`src/rtl/output_buf_pkg.sv`:
```
// ----------------------------------------------------------------------------
// output_buf_pkg
// Shared definitions for the result transmit path:
//   DATABUS_W  - width of one output beat on the pins
//   RESBUS_W   - width of one result word from the matrix multiplier
//   NUM_RES    - result words packed into one frame
//   FRAME_W    - total frame width in bits
//   BEAT_CNT   - beats needed to send one frame
//   state_t    - transmit FSM state encoding
// ----------------------------------------------------------------------------
package output_buf_pkg;

    localparam int DATABUS_W = 2;
    localparam int RESBUS_W  = 4;
    localparam int NUM_RES   = 4;
    localparam int FRAME_W   = NUM_RES * RESBUS_W;
    localparam int BEAT_CNT  = FRAME_W / DATABUS_W;

    typedef enum logic [1:0] {
        ST_IDLE = 2'd0,
        ST_SEND = 2'd1,
        ST_DONE = 2'd2
    } state_t;

endpackage : output_buf_pkg

```
`src/rtl/output_buf.sv`:
```
// ----------------------------------------------------------------------------
// output_buf
// Transmit buffer between the matrix multiplier results and the output pins.
// A load pulse captures {res0,res1,res2,res3} as one frame, which is then
// streamed out DATA_W bits per beat, res0 first and MSB-first within a word.
//
// Ports:
//   clk        in   clock, all state updates on the rising edge
//   rst_n      in   asynchronous active-low reset
//   load       in   one-cycle request to capture res0..res3
//   res0..res3 in   RES_W-bit result words
//   ready_in   in   downstream can take a beat
//   data_out   out  current beat (0 when valid_out is low)
//   valid_out  out  data_out holds a valid beat
//   busy       out  state is not IDLE
//   done       out  one-cycle pulse after the last beat is accepted
//   overrun    out  sticky: a load arrived while not IDLE
//   state_dbg  out  current FSM state (state_t encoding)
//
// Handshake: a beat transfers on a rising edge where valid_out=1 and
// ready_in=1. While valid_out=1 and ready_in=0, data_out holds stable.
// valid_out never depends combinationally on ready_in.
//
// All outputs are registered: the next-state logic computes the values for
// the following cycle and they are captured together with the state.
// ----------------------------------------------------------------------------
module output_buf
    import output_buf_pkg::*;
#(
    parameter int DATA_W  = DATABUS_W,
    parameter int RES_W   = RESBUS_W,
    parameter int NUM_RES = output_buf_pkg::NUM_RES
) (
    input  logic              clk,
    input  logic              rst_n,
    input  logic              load,
    input  logic [RES_W-1:0]  res0,
    input  logic [RES_W-1:0]  res1,
    input  logic [RES_W-1:0]  res2,
    input  logic [RES_W-1:0]  res3,
    input  logic              ready_in,
    output logic [DATA_W-1:0] data_out,
    output logic              valid_out,
    output logic              busy,
    output logic              done,
    output logic              overrun,
    output logic [1:0]        state_dbg
);

    localparam int FRM_W = NUM_RES * RES_W;
    localparam int BEATS = FRM_W / DATA_W;
    localparam int CNT_W = (BEATS > 1) ? $clog2(BEATS) : 1;

    state_t             state, state_nxt;
    logic [FRM_W-1:0]   shreg, shreg_nxt;
    logic [CNT_W-1:0]   cnt, cnt_nxt;
    logic               overrun_nxt;
    logic [DATA_W-1:0]  data_nxt;
    logic               valid_nxt;
    logic               busy_nxt;
    logic               done_nxt;

    // ------------------------------------------------------------------
    // State and output registers
    // ------------------------------------------------------------------
    always_ff @(posedge clk or negedge rst_n) begin
        if (!rst_n) begin
            state     <= ST_IDLE;
            shreg     <= '0;
            cnt       <= '0;
            overrun   <= 1'b0;
            data_out  <= '0;
            valid_out <= 1'b0;
            busy      <= 1'b0;
            done      <= 1'b0;
        end else begin
            state     <= state_nxt;
            shreg     <= shreg_nxt;
            cnt       <= cnt_nxt;
            overrun   <= overrun_nxt;
            data_out  <= data_nxt;
            valid_out <= valid_nxt;
            busy      <= busy_nxt;
            done      <= done_nxt;
        end
    end

    // ------------------------------------------------------------------
    // Next-state and next-output logic
    // ------------------------------------------------------------------
    always_comb begin
        state_nxt   = state;
        shreg_nxt   = shreg;
        cnt_nxt     = cnt;
        overrun_nxt = overrun;

        case (state)
            ST_IDLE: begin
                if (load) begin
                    shreg_nxt   = FRM_W'({res0, res1, res2, res3});
                    cnt_nxt     = '0;
                    overrun_nxt = 1'b0;
                    state_nxt   = ST_SEND;
                end
            end
            ST_SEND: begin
                // valid_out is always high in SEND, so ready_in alone
                // decides whether the current beat is taken.
                if (ready_in) begin
                    shreg_nxt = shreg << DATA_W;
                    cnt_nxt   = cnt + CNT_W'(1);
                    if (cnt == CNT_W'(BEATS - 1)) begin
                        state_nxt = ST_DONE;
                    end
                end
            end
            ST_DONE: begin
                state_nxt = ST_IDLE;
            end
            default: begin
                state_nxt = ST_IDLE;
            end
        endcase

        // A load outside IDLE is dropped; only the sticky flag records it.
        if (load && (state != ST_IDLE)) begin
            overrun_nxt = 1'b1;
        end

        valid_nxt = (state_nxt == ST_SEND);
        data_nxt  = valid_nxt ? shreg_nxt[FRM_W-1 -: DATA_W] : '0;
        busy_nxt  = (state_nxt != ST_IDLE);
        done_nxt  = (state_nxt == ST_DONE);
    end

    assign state_dbg = state;

endmodule : output_buf

```
`config.mk`:
```
export PLATFORM = sky130hd
export DESIGN_NAME = output_buf
export DESIGN_NICKNAME = d
export VERILOG_FILES = /design/src/rtl/output_buf_pkg.sv /design/src/rtl/output_buf.sv
export SDC_FILE = /design/constraint.sdc
export NUM_CORES = 1
export LEC_CHECK = 0
export ABC_AREA = 1
export BUFFER_PORTS_ARGS = -buffer_cell sky130_fd_sc_hd__buf_2
export CORE_MARGIN = 2
export CORE_UTILIZATION = 50
export DETAILED_ROUTE_END_ITERATION = 6
export GPL_ROUTABILITY_DRIVEN = 1
export PLACE_DENSITY = 0.86
export SLEW_MARGIN = 25
export SYNTH_ARGS = -nofsm -noshare
export SYNTH_HDL_FRONTEND = slang
export SYNTH_SLANG_ARGS = --single-unit
```
`constraint.sdc`:
```
create_clock -name clk -period 2.1 [get_ports clk]
set_input_delay 0.21 -clock clk [delete_from_list [all_inputs] [get_ports clk]]
set_output_delay 0.21 -clock clk [all_outputs]
set_load 0.01 [all_outputs]
```
==> impl_metrics.py, run 1 <==
metrics = {
    "sta": {
        "finalWorstSetupSlack_ns": 0.812,
        "fin_tns_setup_ns": 0,
        "clock-skew-final_ns": 0.00457,
        "grt_setup_unrepaired": "no",
        "relative_slew_margins_pct": 61.6,
        "timing.final.crit_share_pct": 61.3,
        "finalSetupViolCount": 0,
        "finalHoldViolCount": 0,
        "max_slew.worst_pin.slew_ns": 0.577,
        "finalCriticalPeriod_ns": 1.29,
        "achievable-frequency_mhz": 777,
        "timing.final.max_slew_violations": 0,
    },
    "clock_network": {
        "cts-buffers-inserted": 3,
        "root_buffer": "sky130_fd_sc_hd__clkbuf_4",
        "cts_post_setup_buffers_inserted": 0,
        "cts-htree-levels": 1,
        "cts_num_sinks": 27,
        "count_of_hold_fix_buffers_inserted_at_cts": 1,
        "clk_pin_slew_ns": 0.14,
        "ctsLongestPathBuffers": 2,
        "clk_latency_ns": 0.32,
        "cts_tree": "done",
        "post_cts_resize_count": 0,
    },
    "power_and_ir_drop": {
        "power.density_cell_area_nw_per_um2": 1170,
        "leakage_nw": 0.747,
        "power.ir.vdd_worst_uv": 623,
    },
    "yosys": {
        "yosys_warnings": 0,
        "avg_cell_area_syn_um2": 8.77,
        "synth.yosys.seq_area_share_pct": 57.1,
        "ys_seq_elements": 27,
        "yosys_cell_types": 18,
        "postSynthCellCount": 135,
        "total_nets_after_synthesis": 157,
        "post_synth_instance_area_um2": 1180,
    },
    "drt": {
        "routed_via_density": 4.92,
        "num_vias": 945,
        "routed_wl_um": 2070,
        "first_drt_pass_iteration_count": 4,
        "routed_wire_length_per_instance_um": 10.8,
        "antenna_left": 0,
        "drc": 0,
        "first_iter_violations": 24,
    },
    "cells_and_area": {
        "synthToLayoutAreaGrowth_pct": 14.9,
        "fillers": 202,
        "nets_final": 187,
        "mostFrequentLayoutCell": "sky130_fd_sc_hd__nand2_1",
        "antenna_cells": 0,
        "mostFrequentLayoutCells": "sky130_fd_sc_hd__nand2_1, sky130_fd_sc_hd__dfrtp_1, sky130_fd_sc_hd__buf_2",
        "final_layout_size_suffix_gt1_share_pct": 22.6,
    },
    "global_routing": {
        "first_global_vias": 910,
        "grt_usage_pct": 18.1,
        "gr-total-overflow": 0,
        "grt_max_degree": 28,
        "antenna_found_initial": 0,
        "grt_first_pass_wirelength_um": 3630,
    },
    "worst_setup_path": {
        "worst_setup_path_start_kind": "flip-flop",
        "critical_path.top_delay_family": "flip-flops",
        "crit_fanout": 3,
        "timing_worst_setup_path_type": "reg -> reg",
        "critPathCaptureType": "flip-flop",
        "worstPathArrival_ns": 1.54,
        "slowest_stage": "sky130_fd_sc_hd__dfrtp_1",
        "crit_chain": "ha_1, ha_1, nand2_1, nand2_1, nand2_1, inv_1, a21oi_1",
        "cp_data_required_time_ns": 2.36,
        "path_common_cell": "sky130_fd_sc_hd__nand2_1",
        "critical_path.n_buffers_inverters": 1,
        "timing.critical_path.slowest_cell_delay_ns": 0.42,
    },
    "floorplanning": {
        "horizontal_extent_of_the_die_um": 52.7,
        "rows": 17,
        "core_footprint_um2": 2230,
        "starting_density_pct": 53.0,
        "dieArea_um2": 2770,
        "die_height_um": 52.7,
        "ios": 28,
    },
    "placed_design": {
        "port_buffers": 27,
        "pre_cts_ws_ns": 0.839,
        "gp_congestion": 0.732,
        "hpwlAfterDp_um": 1540,
    },
    "run": {
        "max_cap_violations": 0,
    },
    "worst_hold_path": {
        "worstHoldPathType": "in -> reg",
    },
    "run_status": {
        "status": "finished clean",
    },
}
[synthesized netlist by cell type]
cell / n / area share [%]
sky130_fd_sc_hd__nand2_4: 1 / 0.95
sky130_fd_sc_hd__buf_4: 2 / 1.3
sky130_fd_sc_hd__nor2_8: 1 / 1.7
sky130_fd_sc_hd__buf_8: 1 / 1.3
sky130_fd_sc_hd__nand4_1: 1 / 0.53
sky130_fd_sc_hd__inv_2: 1 / 0.32
sky130_fd_sc_hd__inv_4: 1 / 0.53
sky130_fd_sc_hd__nor2_1: 4 / 1.3
sky130_fd_sc_hd__dfrtp_1: 27 / 57
sky130_fd_sc_hd__nor2_2: 1 / 0.53
sky130_fd_sc_hd__o21ai_0: 3 / 1.3
sky130_fd_sc_hd__inv_1: 7 / 2.2
sky130_fd_sc_hd__nand3_2: 1 / 0.85
sky130_fd_sc_hd__nand3_1: 15 / 6.3
sky130_fd_sc_hd__nand2_1: 65 / 21
sky130_fd_sc_hd__ha_1: 2 / 2.1
sky130_fd_sc_hd__clkinv_4: 1 / 0.74
sky130_fd_sc_hd__a21oi_1: 1 / 0.42
[sequential cells by signal, summed over array words and instances, names as in the netlist]
register,flops
busy,1
data_out,2
cnt,3
overrun,1
state_dbg,2
valid_out,1
done,1
shreg,16
[report_power, final]
part / total, mW / switching [mW] / internal, mW
sequential: 0.836 / 0.111 / 0.724
combinational: 0.540 / 0.331 / 0.209
clock: 0.218 / 0.144 / 0.0743
total: 1.59 / 0.587 / 1.01
[metal layers]
layer  part of all wire, %  track usage [%]  vias up  wire (um)
met4                   1.5             7.69        0         31
met1                    43             20.4      420        891
met2                    49             32.9       38       1020
met5                     0                0        -          0
li1                      -                -      483          -
met3                   6.1             3.43        4        126
[worst min-delay path, cell delays in order]
cell and delay (ns):
sky130_fd_sc_hd__buf_2 0.07, sky130_fd_sc_hd__nand2_1 0.04, sky130_fd_sc_hd__nand2_1 0.05
[layout make-up]
type	instances	area, um^2	area share, %
inverter	10	45.0	3.31
timing repair buffer	28	145	10.7
multi-input combinational	95	433	31.8
clock buffer	4	26.3	1.93
sequential	27	676	49.7
tap	28	35.0	2.58
[stage by stage]
stage               std cells  hold slack [ns]  util (%)  power, mW  instance area [um^2]
CTS                       192           0.0757      60.9       1.61                  1360
finish                    192           0.0810      60.9       1.59                  1360
global route              192           0.0850      60.9       1.75                  1360
detailed placement        187            0.258      59.3       1.40                  1320
global placement          187            0.238      59.3       1.37                  1320
floorplan                 135          -0.0856         -       1.25                  1180
[worst paths after layout]
check | from | to | slack [ns] | depth (start not counted)
worst max-delay path | cnt[0] | data_out[1] | 0.81 | 7
worst min register to register | shreg[0] | shreg[0] | 0.49 | 2
min in group asynchronous | rst_n | state_dbg[0] | 0.42 | 2
worst max register to register | cnt[0] | data_out[1] | 0.81 | 7
worst min-delay path | res3[0] | shreg[0] | 0.08 | 3
max in group asynchronous | rst_n | shreg[3] | 1.31 | 2
[cells by family after synthesis]
logic type / count (synthesis) / synth area share (%)
AND/OR/NAND/NOR: 89 / 32.8
flip-flops: 27 / 57.1
buffers and inverters: 13 / 6.34
AO/OA/AOI/OAI: 4 / 1.69
adder cells (fa/ha/maj): 2 / 2.11
Note: power is estimated with default switching activity, not from simulation.
==> run 2, diff against run 1 <==
==> constraint.sdc (replaced) <==
create_clock -name clk -period 1.3 [get_ports clk]
set_input_delay 0.13 -clock clk [delete_from_list [all_inputs] [get_ports clk]]
set_output_delay 0.13 -clock clk [all_outputs]
set_load 0.01 [all_outputs]
==> run 2 against run 1 <==
Setup slack got worse by 0.74 ns. Final cell count up 2.6%. Register-to-register slack lost 0.74 ns. Non-clock buffer count rose by 4. Critical path type unchanged. Largest cell class unchanged. Highest routed layer unchanged.
==> impl_metrics.py, run 2 (synthesis gave the netlist of run 1 again) <==
metrics = {
    "run_status": {
        "status": "finished clean",
    },
    "global_routing": {
        "first_global_vias": 902,
        "grt_usage_pct": 18.0,
        "gr-total-overflow": 0,
        "grt_first_pass_wirelength_um": 3670,
        "grt_max_degree": 28,
        "antenna_found_initial": 0,
    },
    "clock_network": {
        "cts_tree": "done",
        "cts_num_sinks": 27,
        "cts-buffers-inserted": 3,
        "root_buffer": "sky130_fd_sc_hd__clkbuf_4",
        "clk_pin_slew_ns": 0.14,
        "cts-htree-levels": 1,
        "clk_latency_ns": 0.32,
        "ctsLongestPathBuffers": 2,
    },
    "placed_design": {
        "gp_congestion": 0.743,
        "placed_cells": 189,
        "hpwlAfterDp_um": 1590,
        "port_buffers": 27,
        "pre_cts_ws_ns": 0.0498,
    },
    "cells_and_area": {
        "fillers": 194,
        "nets_final": 192,
        "final_util_pct": 64.2,
        "number_of_flip_flops_under_the_largest_register_name": 16,
        "layout.cells.non_filler": 197,
        "regMostFlops": "shreg",
        "mostFrequentLayoutCells": "sky130_fd_sc_hd__nand2_1, sky130_fd_sc_hd__buf_2, sky130_fd_sc_hd__dfrtp_1",
        "antenna_cells": 0,
        "final_layout_size_suffix_gt1_share_pct": 27.8,
        "registers_with_the_most_flip_flops": "shreg: 16 flops, cnt: 3 flops",
        "mostFrequentLayoutCell": "sky130_fd_sc_hd__nand2_1",
        "synthToLayoutAreaGrowth_pct": 21.1,
    },
    "worst_setup_path": {
        "critical_path.n_buffers_inverters": 1,
        "cp_data_required_time_ns": 1.56,
        "crit_chain": "nor2_4, nand2_4, clkinv_4, nor2_4, nand2_1, nand2_1",
        "crit_fanout": 17,
        "slowest_stage": "sky130_fd_sc_hd__dfrtp_2",
        "worstPathArrival_ns": 1.48,
        "timing.critical_path.slowest_cell_delay_ns": 0.45,
        "timing_worst_setup_path_type": "reg -> reg",
        "worst_setup_path_start_kind": "flip-flop",
        "critPathCaptureType": "flip-flop",
        "critical_path.top_delay_family": "simple AND/OR/NAND/NOR gates",
    },
    "floorplanning": {
        "dieArea_um2": 2770,
        "horizontal_extent_of_the_die_um": 52.7,
        "ios": 28,
        "die_height_um": 52.7,
        "starting_density_pct": 53.0,
        "rows": 17,
        "core_footprint_um2": 2230,
    },
    "sta": {
        "relative_slew_margins_pct": 61.7,
        "fin_tns_setup_ns": 0,
        "timing.final.crit_share_pct": 94.5,
        "timing.final.max_slew_violations": 0,
        "finalHoldViolCount": 0,
        "max_slew.worst_pin.slew_ns": 0.575,
        "finalSetupViolCount": 0,
        "finalWorstSetupSlack_ns": 0.0713,
        "clock-skew-final_ns": 0.0143,
        "finalCriticalPeriod_ns": 1.23,
        "achievable-frequency_mhz": 814,
    },
    "power_and_ir_drop": {
        "post-layout-total-power_mw": 2.72,
        "power.ir.vdd_worst_uv": 1030,
        "leakage_nw": 0.774,
        "power.density_cell_area_nw_per_um2": 1900,
    },
    "drt": {
        "first_iter_violations": 13,
        "routed_wl_um": 2210,
        "routed_via_density": 4.97,
        "drc": 0,
        "first_drt_pass_iteration_count": 4,
        "routed_wire_length_per_instance_um": 11.2,
        "num_vias": 980,
        "antenna_left": 0,
    },
    "worst_hold_path": {
        "worstHoldPathType": "in -> reg",
    },
    "run": {
        "max_cap_violations": 0,
    },
}
==> run 2: cell count changes in the layout (fill, tap and decap cells not counted), sizes merged <==
cell,delta
buf,+3
clkbuf,-1
clkinv,+1
dlygate4sd3,+1
nor2,+1
==> run 2: final timing paths <==
check | start | endpoint | slack, ns | cells past startpoint
setup / recovery | state_dbg[1] | cnt[1] | 0.07 | 6
hold / removal | res3[0] | shreg[0] | 0.01 | 3
setup reg to reg | state_dbg[1] | cnt[1] | 0.07 | 6
hold reg to reg | shreg[0] | shreg[0] | 0.49 | 2
max in group asynchronous | rst_n | state_dbg[0] | 0.56 | 2
min in group asynchronous | rst_n | busy | 0.32 | 2
==> run 2: routing by layer <==
metal  GRT usage (%)  vias up  wire length [um]
li1                -      490                 -
met1            21.3      448               940
met5               0        -                 0
met2            33.5       40              1130
met3            2.57        2               121
met4            5.13        0                14
==> run 2: tightest hold or removal path, stage by stage <==
cell                      delay, ns
sky130_fd_sc_hd__buf_2         0.07
sky130_fd_sc_hd__nand2_1       0.04
sky130_fd_sc_hd__nand2_1       0.05
==> run 2: timing repair <==
action                                  4_1_cts  5_1_grt
setup buffers                                 0        1
resized for setup                             0        6
endpoints found under the hold margin        28        0
endpoints found under the setup margin        0       19
hold buffers                                  2        0
==> run 2: report_power, final <==
group          internal [mW]  switching (mW)
Combinational          0.421           0.595
Clock                  0.115           0.228
Sequential              1.17           0.187
Total                   1.71            1.01
==> run 2: layout make-up <==
| cell class | count | area, um^2 | share of cell area (%) |
|---|---|---|---|
| well taps | 28 | 35.0 | 2.44 |
| clock inverters | 1 | 5.00 | 0.349 |
| flip-flops and latches | 27 | 678 | 47.3 |
| inverters | 10 | 45.0 | 3.14 |
| repair buffers | 32 | 190 | 13.3 |
| clock buffers | 3 | 22.5 | 1.57 |
| multi-input cells | 96 | 458 | 31.9 |
==> run 2: stage by stage <==
stage	hold slack, ns	area, um^2
finish	0.0134	1430
global placement	0.161	1350
detailed placement	0.165	1350
CTS	0.00554	1400
global route	0.0122	1430
floorplan	-0.166	1180
